**src/rtl/note_prefetch_pkg.sv**
```systemverilog
// note_prefetch_pkg: music ISA opcodes, REP2 field helpers and fetch FSM states
package note_prefetch_pkg;
   localparam logic [3:0] OP_END = 4'h0;
   localparam logic [3:0] OP_BPM = 4'h1;
   localparam logic [3:0] OP_REP1 = 4'h2;
   localparam logic [3:0] OP_REP2 = 4'h3;
   localparam int NOTE_BIT = 15;
   localparam logic [17:0] START_ADDR_DEF = 18'h0FF00;
   typedef enum logic [1:0] {FETCH, DECODE, STALL, HALT} state_t;
   function automatic logic [5:0] rep_lo(input logic [15:0] w);
      return w[11:6];
   endfunction
   function automatic logic [2:0] rep_cnt(input logic [15:0] w);
      return w[5:3];
   endfunction
   function automatic logic [2:0] rep_lvl(input logic [15:0] w);
      return w[2:0];
   endfunction
endpackage

```
**src/rtl/note_prefetch_if.sv**
```systemverilog
// note_prefetch_if: instruction stream valid/ready handshake towards the execute stage
interface note_prefetch_if;
   logic [15:0] INS;
   logic INS_VALID;
   logic INS_READY;
   modport master(output INS, INS_VALID, input INS_READY);
   modport slave(input INS, INS_VALID, output INS_READY);
endinterface

```
**src/rtl/note_prefetch_ins_fifo.sv**
```systemverilog
// ins_fifo: synchronous first-word-fall-through FIFO; push while full is taken only alongside a pop
module ins_fifo #(
   parameter int W = 16,
   parameter int DEPTH = 4
) (
   input  logic         clk,
   input  logic         rst,
   input  logic         push,
   input  logic         pop,
   input  logic [W-1:0] din,
   output logic [W-1:0] dout,
   output logic         full,
   output logic         empty
);
   localparam int AW = $clog2(DEPTH);
   logic [W-1:0] mem [DEPTH];
   logic [AW-1:0] wr, rd;
   logic [AW:0] cnt;
   logic do_push, do_pop;
   assign empty = cnt == '0;
   assign full = cnt == (AW+1)'(DEPTH);
   assign do_pop = pop && !empty;
   assign do_push = push && (!full || pop);
   assign dout = mem[rd];
   // storage write, no reset needed since reads are gated by empty
   always_ff @(posedge clk)
      if (do_push) mem[wr] <= din;
   // pointers wrap naturally at the power-of-two depth
   always_ff @(posedge clk)
      if (rst) begin
         wr <= '0;
         rd <= '0;
         cnt <= '0;
      end else begin
         if (do_push) wr <= wr + AW'(1);
         if (do_pop) rd <= rd + AW'(1);
         cnt <= cnt + (AW+1)'(do_push) - (AW+1)'(do_pop);
      end
endmodule

```
**src/rtl/note_prefetch.sv**
```systemverilog
// note_prefetch: fetches music words from SRAM, resolves REP1/REP2 loops and streams the rest through a FIFO
module note_prefetch
   import note_prefetch_pkg::*;
#(
   parameter logic [17:0] START_ADDR = START_ADDR_DEF,
   parameter int SRAM_WAIT = 2,
   parameter int FIFO_DEPTH = 4
) (
   input  logic        CLK,
   input  logic        RST,
   output logic [17:0] SRAM_A,
   input  logic [15:0] SRAM_D,
   note_prefetch_if.master bus,
   output logic        HALTED,
   output logic        ERR
);
   localparam logic [2:0] WAIT_END = 3'(SRAM_WAIT);
   state_t state, state_n;
   logic [17:0] pc, pc_n;
   logic [2:0] wcnt;
   logic [15:0] word, head;
   logic [11:0] rep_hi;
   logic [2:0] ctr [8];
   logic [3:0] op;
   logic [2:0] lvl;
   logic push, pop, space, full, empty, err_set;
   logic is_note, is_end, is_out, is_rep1, is_rep2, decode;
   assign op = word[15:12];
   assign lvl = rep_lvl(word);
   assign is_note = word[NOTE_BIT];
   assign is_end = !is_note && op == OP_END;
   assign is_out = is_note || is_end || op == OP_BPM;
   assign is_rep1 = !is_note && op == OP_REP1;
   assign is_rep2 = !is_note && op == OP_REP2;
   assign decode = state == DECODE || state == STALL;
   assign pop = !empty && bus.INS_READY;
   assign space = !full || pop;
   assign SRAM_A = pc;
   assign bus.INS = empty ? 16'h0000 : head;
   assign bus.INS_VALID = !empty;
   assign HALTED = state == HALT;
   ins_fifo #(.W(16), .DEPTH(FIFO_DEPTH)) u_fifo (
      .clk(CLK),
      .rst(RST),
      .push(push),
      .pop(pop),
      .din(word),
      .dout(head),
      .full(full),
      .empty(empty)
   );
   // next state, next pc and push decision; repeats are consumed here and never pushed
   always_comb begin
      state_n = state;
      pc_n = pc;
      push = 1'b0;
      err_set = 1'b0;
      if (state == FETCH) state_n = wcnt == WAIT_END ? DECODE : FETCH;
      else if (decode) begin
         if (is_out) begin
            push = space;
            state_n = !space ? STALL : is_end ? HALT : FETCH;
            pc_n = space && !is_end ? pc + 18'd1 : pc;
         end else if (is_rep1) begin
            pc_n = pc + 18'd1;
            state_n = FETCH;
         end else if (is_rep2) begin
            pc_n = ctr[lvl] == 3'd1 ? pc + 18'd1 : {rep_hi, rep_lo(word)};
            state_n = FETCH;
         end else begin
            err_set = 1'b1;
            state_n = HALT;
         end
      end
   end
   // FSM state, program counter and sticky error flag
   always_ff @(posedge CLK)
      if (RST) begin
         state <= FETCH;
         pc <= START_ADDR;
         ERR <= 1'b0;
      end else begin
         state <= state_n;
         pc <= pc_n;
         ERR <= ERR | err_set;
      end
   // wait counter, fetched word, repeat high bits and loop counters
   always_ff @(posedge CLK)
      if (RST) begin
         wcnt <= 3'd0;
         word <= 16'h0000;
         rep_hi <= 12'h000;
         for (int i = 0; i < 8; i++) ctr[i] <= 3'd0;
      end else begin
         wcnt <= state == FETCH && wcnt != WAIT_END ? wcnt + 3'd1 : 3'd0;
         if (state == FETCH && wcnt == WAIT_END) word <= SRAM_D;
         if (state == DECODE && is_rep1) rep_hi <= word[11:0];
         if (state == DECODE && is_rep2) ctr[lvl] <= ctr[lvl] == 3'd0 ? rep_cnt(word) : ctr[lvl] - 3'd1;
      end
endmodule
```
**src/flat_wrapper.sv**
```systemverilog
// flat-port wrapper written by rule: the top's interface ports become plain ports
module note_prefetch_flat import note_prefetch_pkg::*;
#(
   parameter logic [17:0] START_ADDR = START_ADDR_DEF,
   parameter int SRAM_WAIT = 2,
   parameter int FIFO_DEPTH = 4
)
  (CLK, RST, SRAM_A, SRAM_D, HALTED, ERR, bus_INS, bus_INS_VALID, bus_INS_READY);
  note_prefetch_if bus_i ();
  input  logic CLK;
  input  logic RST;
  output logic [17:0] SRAM_A;
  input  logic [15:0] SRAM_D;
  output logic HALTED;
  output logic ERR;
  output wire logic [$bits(bus_i.INS)-1:0] bus_INS;
  output wire logic [$bits(bus_i.INS_VALID)-1:0] bus_INS_VALID;
  input wire logic [$bits(bus_i.INS_READY)-1:0] bus_INS_READY;
  assign bus_INS = bus_i.INS;
  assign bus_INS_VALID = bus_i.INS_VALID;
  assign bus_i.INS_READY = bus_INS_READY;
  note_prefetch #(.START_ADDR(START_ADDR), .SRAM_WAIT(SRAM_WAIT), .FIFO_DEPTH(FIFO_DEPTH)) u_core (.CLK(CLK), .RST(RST), .SRAM_A(SRAM_A), .SRAM_D(SRAM_D), .bus(bus_i), .HALTED(HALTED), .ERR(ERR));
endmodule
```
**config.mk**
```make
export PLATFORM = sky130hd
export DESIGN_NAME = note_prefetch_flat
export DESIGN_NICKNAME = d
export VERILOG_FILES = /design/src/rtl/note_prefetch_pkg.sv /design/src/rtl/note_prefetch_if.sv /design/src/rtl/note_prefetch_ins_fifo.sv /design/src/rtl/note_prefetch.sv /design/src/flat_wrapper.sv
export SDC_FILE = /design/constraint.sdc
export NUM_CORES = 1
export LEC_CHECK = 0
export ABC_CLOCK_PERIOD_IN_PS = 2600
export BUFFER_PORTS_ARGS = -buffer_cell sky130_fd_sc_hd__buf_2
export CORE_MARGIN = 10
export CORE_UTILIZATION = 54
export DETAILED_ROUTE_END_ITERATION = 8
export HOLD_SLACK_MARGIN = 0.05
export PLACE_DENSITY_LB_ADDON = 0.05
export SYNTH_ARGS = -nofsm -noshare
export SYNTH_HDL_FRONTEND = slang
export SYNTH_SLANG_ARGS = --single-unit
```
**constraint.sdc**
```tcl
create_clock -name CLK -period 2.6 [get_ports CLK]
set_clock_uncertainty 0.15 [all_clocks]
set_input_delay 0.52 -clock CLK [delete_from_list [all_inputs] [get_ports CLK]]
set_output_delay 0.52 -clock CLK [all_outputs]
set_load 0.03 [all_outputs]
```
==> metrics.md <==
| Metric | Value |
|---|---|
| Status | `finished with violations` |
| Failing checks | `setup timing` |
| Clock H-tree levels | `4` |
| Largest net degree at the start of global routing | `32` |
| Max IR drop VDD | `354 µV` |
| Critical path class | `flip-flop to flip-flop` |
| Post-route cell area | `0.00814 mm²` |
| Final antenna-violating net count | `0` |
| Min-Delay Path Depth | `3` |
| Syn Area/Cell | `12.4 µm²` |
| Nets@finish | `669` |
| Number of inserted diodes | `0` |
| Max-cap violations | `0` |
| Worst reg2reg path depth | `6` |
| Yosys warnings | `0` |
| Most frequent cell after synthesis | `edfxtp_1` |
| DR DRC count | `0` |
| Minimum clock period | `2.66 ns` |
| Synthesized flop and latch total | `152` |
| DR WL/cell | `18.3 µm` |
| Synthesized Nets | `576` |
| Synth area leader | `edfxtp_1` |
| Buffers added on ports | `55` |
| RSZ-0062 raised after global routing | `true` |
| Global-route wire length before repair | `24100 µm` |
| WHS | `0.181 ns` |
| CTS tree | `built` |
| Synth cell types | `58` |
| Layout cells sized above 1 | `28.8%` |
| Die area | `0.0173 mm²` |
| Synth top area cells | `edfxtp_1, dfxtp_1, mux4_2` |
| Antenna violations before repair | `0` |
| GP Congestion | `0.827` |
| Grt total ovfl | `0` |
| Mapped Area | `0.00671 mm²` |
| Top cell type's share of synthesized area | `39.4%` |
| WP data arrival | `2.81 ns` |
| CTS Buf Count | `17` |
| Die X | `131 µm` |
| CP Launch Type | `flip-flop` |
| Gr usage total | `17.4%` |
| Area grow syn2layout | `21.2%` |
| R2R Setup Slk | `-0.06 ns` |
| Placed Area | `0.00741 mm²` |
| DRT Pass-1 Iters | `5` |
| LEAKAGE | `3.07 nW` |
| FILL cells | `932` |
| Final setup margin | `-0.0616 ns` |
| Async SR Flop Fraction | `0%` |
| DP Wirelength | `10400 µm` |
| Total number of vias | `4536` |
| Crit-path max FO | `8` |
| Hold-critical path endpoint | `u_core.word[4]` |
| Die H | `131 µm` |
| Root Driver | `clkbuf_16` |
| EDFF count, synth | `88` |
| Sequential area share after synthesis | `58.5%` |
| Slew headroom | `64.8%` |
| Clk slew on worst S/H paths | `0.06 ns` |
| Hold WC Path Type | `primary input to flip-flop` |
| Clock Latency Late Sink | `0.42 ns` |
| PwrDens | `928 mW/mm²` |
| Clk buf depth | `2` |
| Final Util | `67.2%` |
| Final worst path period share | `102%` |
| WL final | `14900 µm` |
| Worst Hold Launch | `SRAM_D[4]` |
| Worst EP required | `2.75 ns` |
| Crit. End Element | `flip-flop` |
| CORE AREA | `0.0121 mm²` |
| Worst Tran Pin Value | `0.528 ns` |
| Vias/cell | `5.57` |
| CTS Sinks | `152` |
| Top Ports | `56` |
| Synth Flop Type | `edfxtp_1` |
| Leading cell types by count after synthesis | `edfxtp_1, nor2_1, dfxtp_1` |
| Final Slew Violations | `0` |
| Mapped Cells | `540` |
| Vias in the first global route | `4661` |
| Hold Vio Cnt, Final | `0` |
| Fmax achieved | `0.376 GHz` |
| DRT iter0 DRCs | `409` |
| Starting density of the core | `55.4%` |
| Cell row count | `40` |
| R2R Path End | `u_core.SRAM_A[11]` |
| Final setup viols | `6` |
| Setup TNS | `-0.211 ns` |
area by class of cell:
type	count	area, µm²	share of cell area [%]
well taps	168	210	2.58
multi-input cells	345	2610	32.1
flip-flops and latches	152	3930	48.3
inverters	17	66.3	0.815
clock inverters	15	190	2.34
repair buffers	100	701	8.61
clock buffers	17	425	5.23
registers in the layout (all words and copies together) (netlist names), 3 cells and up, named ones only:
signal and flops:
u_core.ctr 24, u_core.u_fifo.cnt 3, u_core.u_fifo.mem 64, u_core.rep_hi 12
u_core.word 16, u_core.SRAM_A 18, u_core.wcnt 3
worst max-delay path, cell delays in order (launching register included):
cell	delay, ns
dfxtp_4	0.39
mux4_2	0.51
mux2_4	0.30
ha_4	0.16
a211o_4	0.40
mux2_2	0.29
a221o_1	0.34
where the power goes:
group / switching, mW / internal, mW / leakage [nW]
Clock: 1.00 / 1.53 / 0.288
Combinational: 1.15 / 0.885 / 1.43
Sequential: 0.205 / 2.77 / 1.36
logic make-up (layout without fill, tap and decap cells):
| kind of cell | after synthesis | count (layout) | share of synthesized area (%) |
|---|---|---|---|
| mux | 56 | 56 | 13.1 |
| buf+inv | 43 | 149 | 3.54 |
| simple gates | 207 | 207 | 14.8 |
| fa+ha+maj | 17 | 17 | 3.28 |
| flops | 152 | 152 | 58.5 |
| compound gates | 60 | 60 | 6.12 |
| xor+xnor | 5 | 5 | 0.652 |
cells in the final DEF (no fill, tap or decap), types with 4 or more instances in the layout:
cell type,count
nand3_1,15
a21oi_1,25
dfxtp_1,61
mux2_2,5
nand2_1,59
nor2_1,67
nor3_1,7
mux2i_1,25
nor2_2,4
o32ai_1,4
buf_2,55
ha_1,13
and2_1,21
mux4_2,19
inv_1,15
clkbuf_16,18
o21ai_0,9
xnor2_1,4
a221o_1,4
nor2b_1,6
buf_12,5
edfxtp_1,88
buf_4,37
clkinvlp_4,4
inv_6,6
worst max-delay path by stage:
stage	from	end	slack, ns	depth (start not counted)
after floorplan	flip-flop	u_core.SRAM_A[12]	-0.08	8
final	flip-flop	u_core.SRAM_A[11]	-0.06	6
after global routing	flip-flop	u_core.SRAM_A[11]	-0.11	6
after global placement	bus_INS_READY	u_core.u_fifo.cnt[1]	-0.09	10
after CTS	flip-flop	u_core.SRAM_A[11]	-0.06	6
after detailed placement	bus_INS_READY	u_core.u_fifo.cnt[1]	-0.16	10
through the flow:
stage	instances	worst slack [ns]	power (mW)
final	814	-0.0616	7.55
after global routing	814	-0.105	7.91
after CTS	812	-0.0604	7.54
after detailed placement	779	-0.159	4.98
after global placement	779	-0.0866	4.93
after floorplan	540	-0.0787	4.32
timing repair:
item	CTS	global route
buffers inserted	1	1
hold endpoints to repair	0	0
endpoints found under the setup margin	31	36
resized for setup	7	13
hold buffers	0	0
cloned	0	1
pin swaps	3	3
metal layers:
metal  wire (µm)  vias to the layer above  GRT usage [%]  part of all wire [%]
li1            -                     2160              -                     -
met1        6590                     2235           21.9                    44
met2        7210                      119           27.5                    49
met3         775                       22           4.61                   5.2
met4         289                        0           7.60                   1.9
met5           0                        -              0                     0
(Power assumes the default switching activity.)
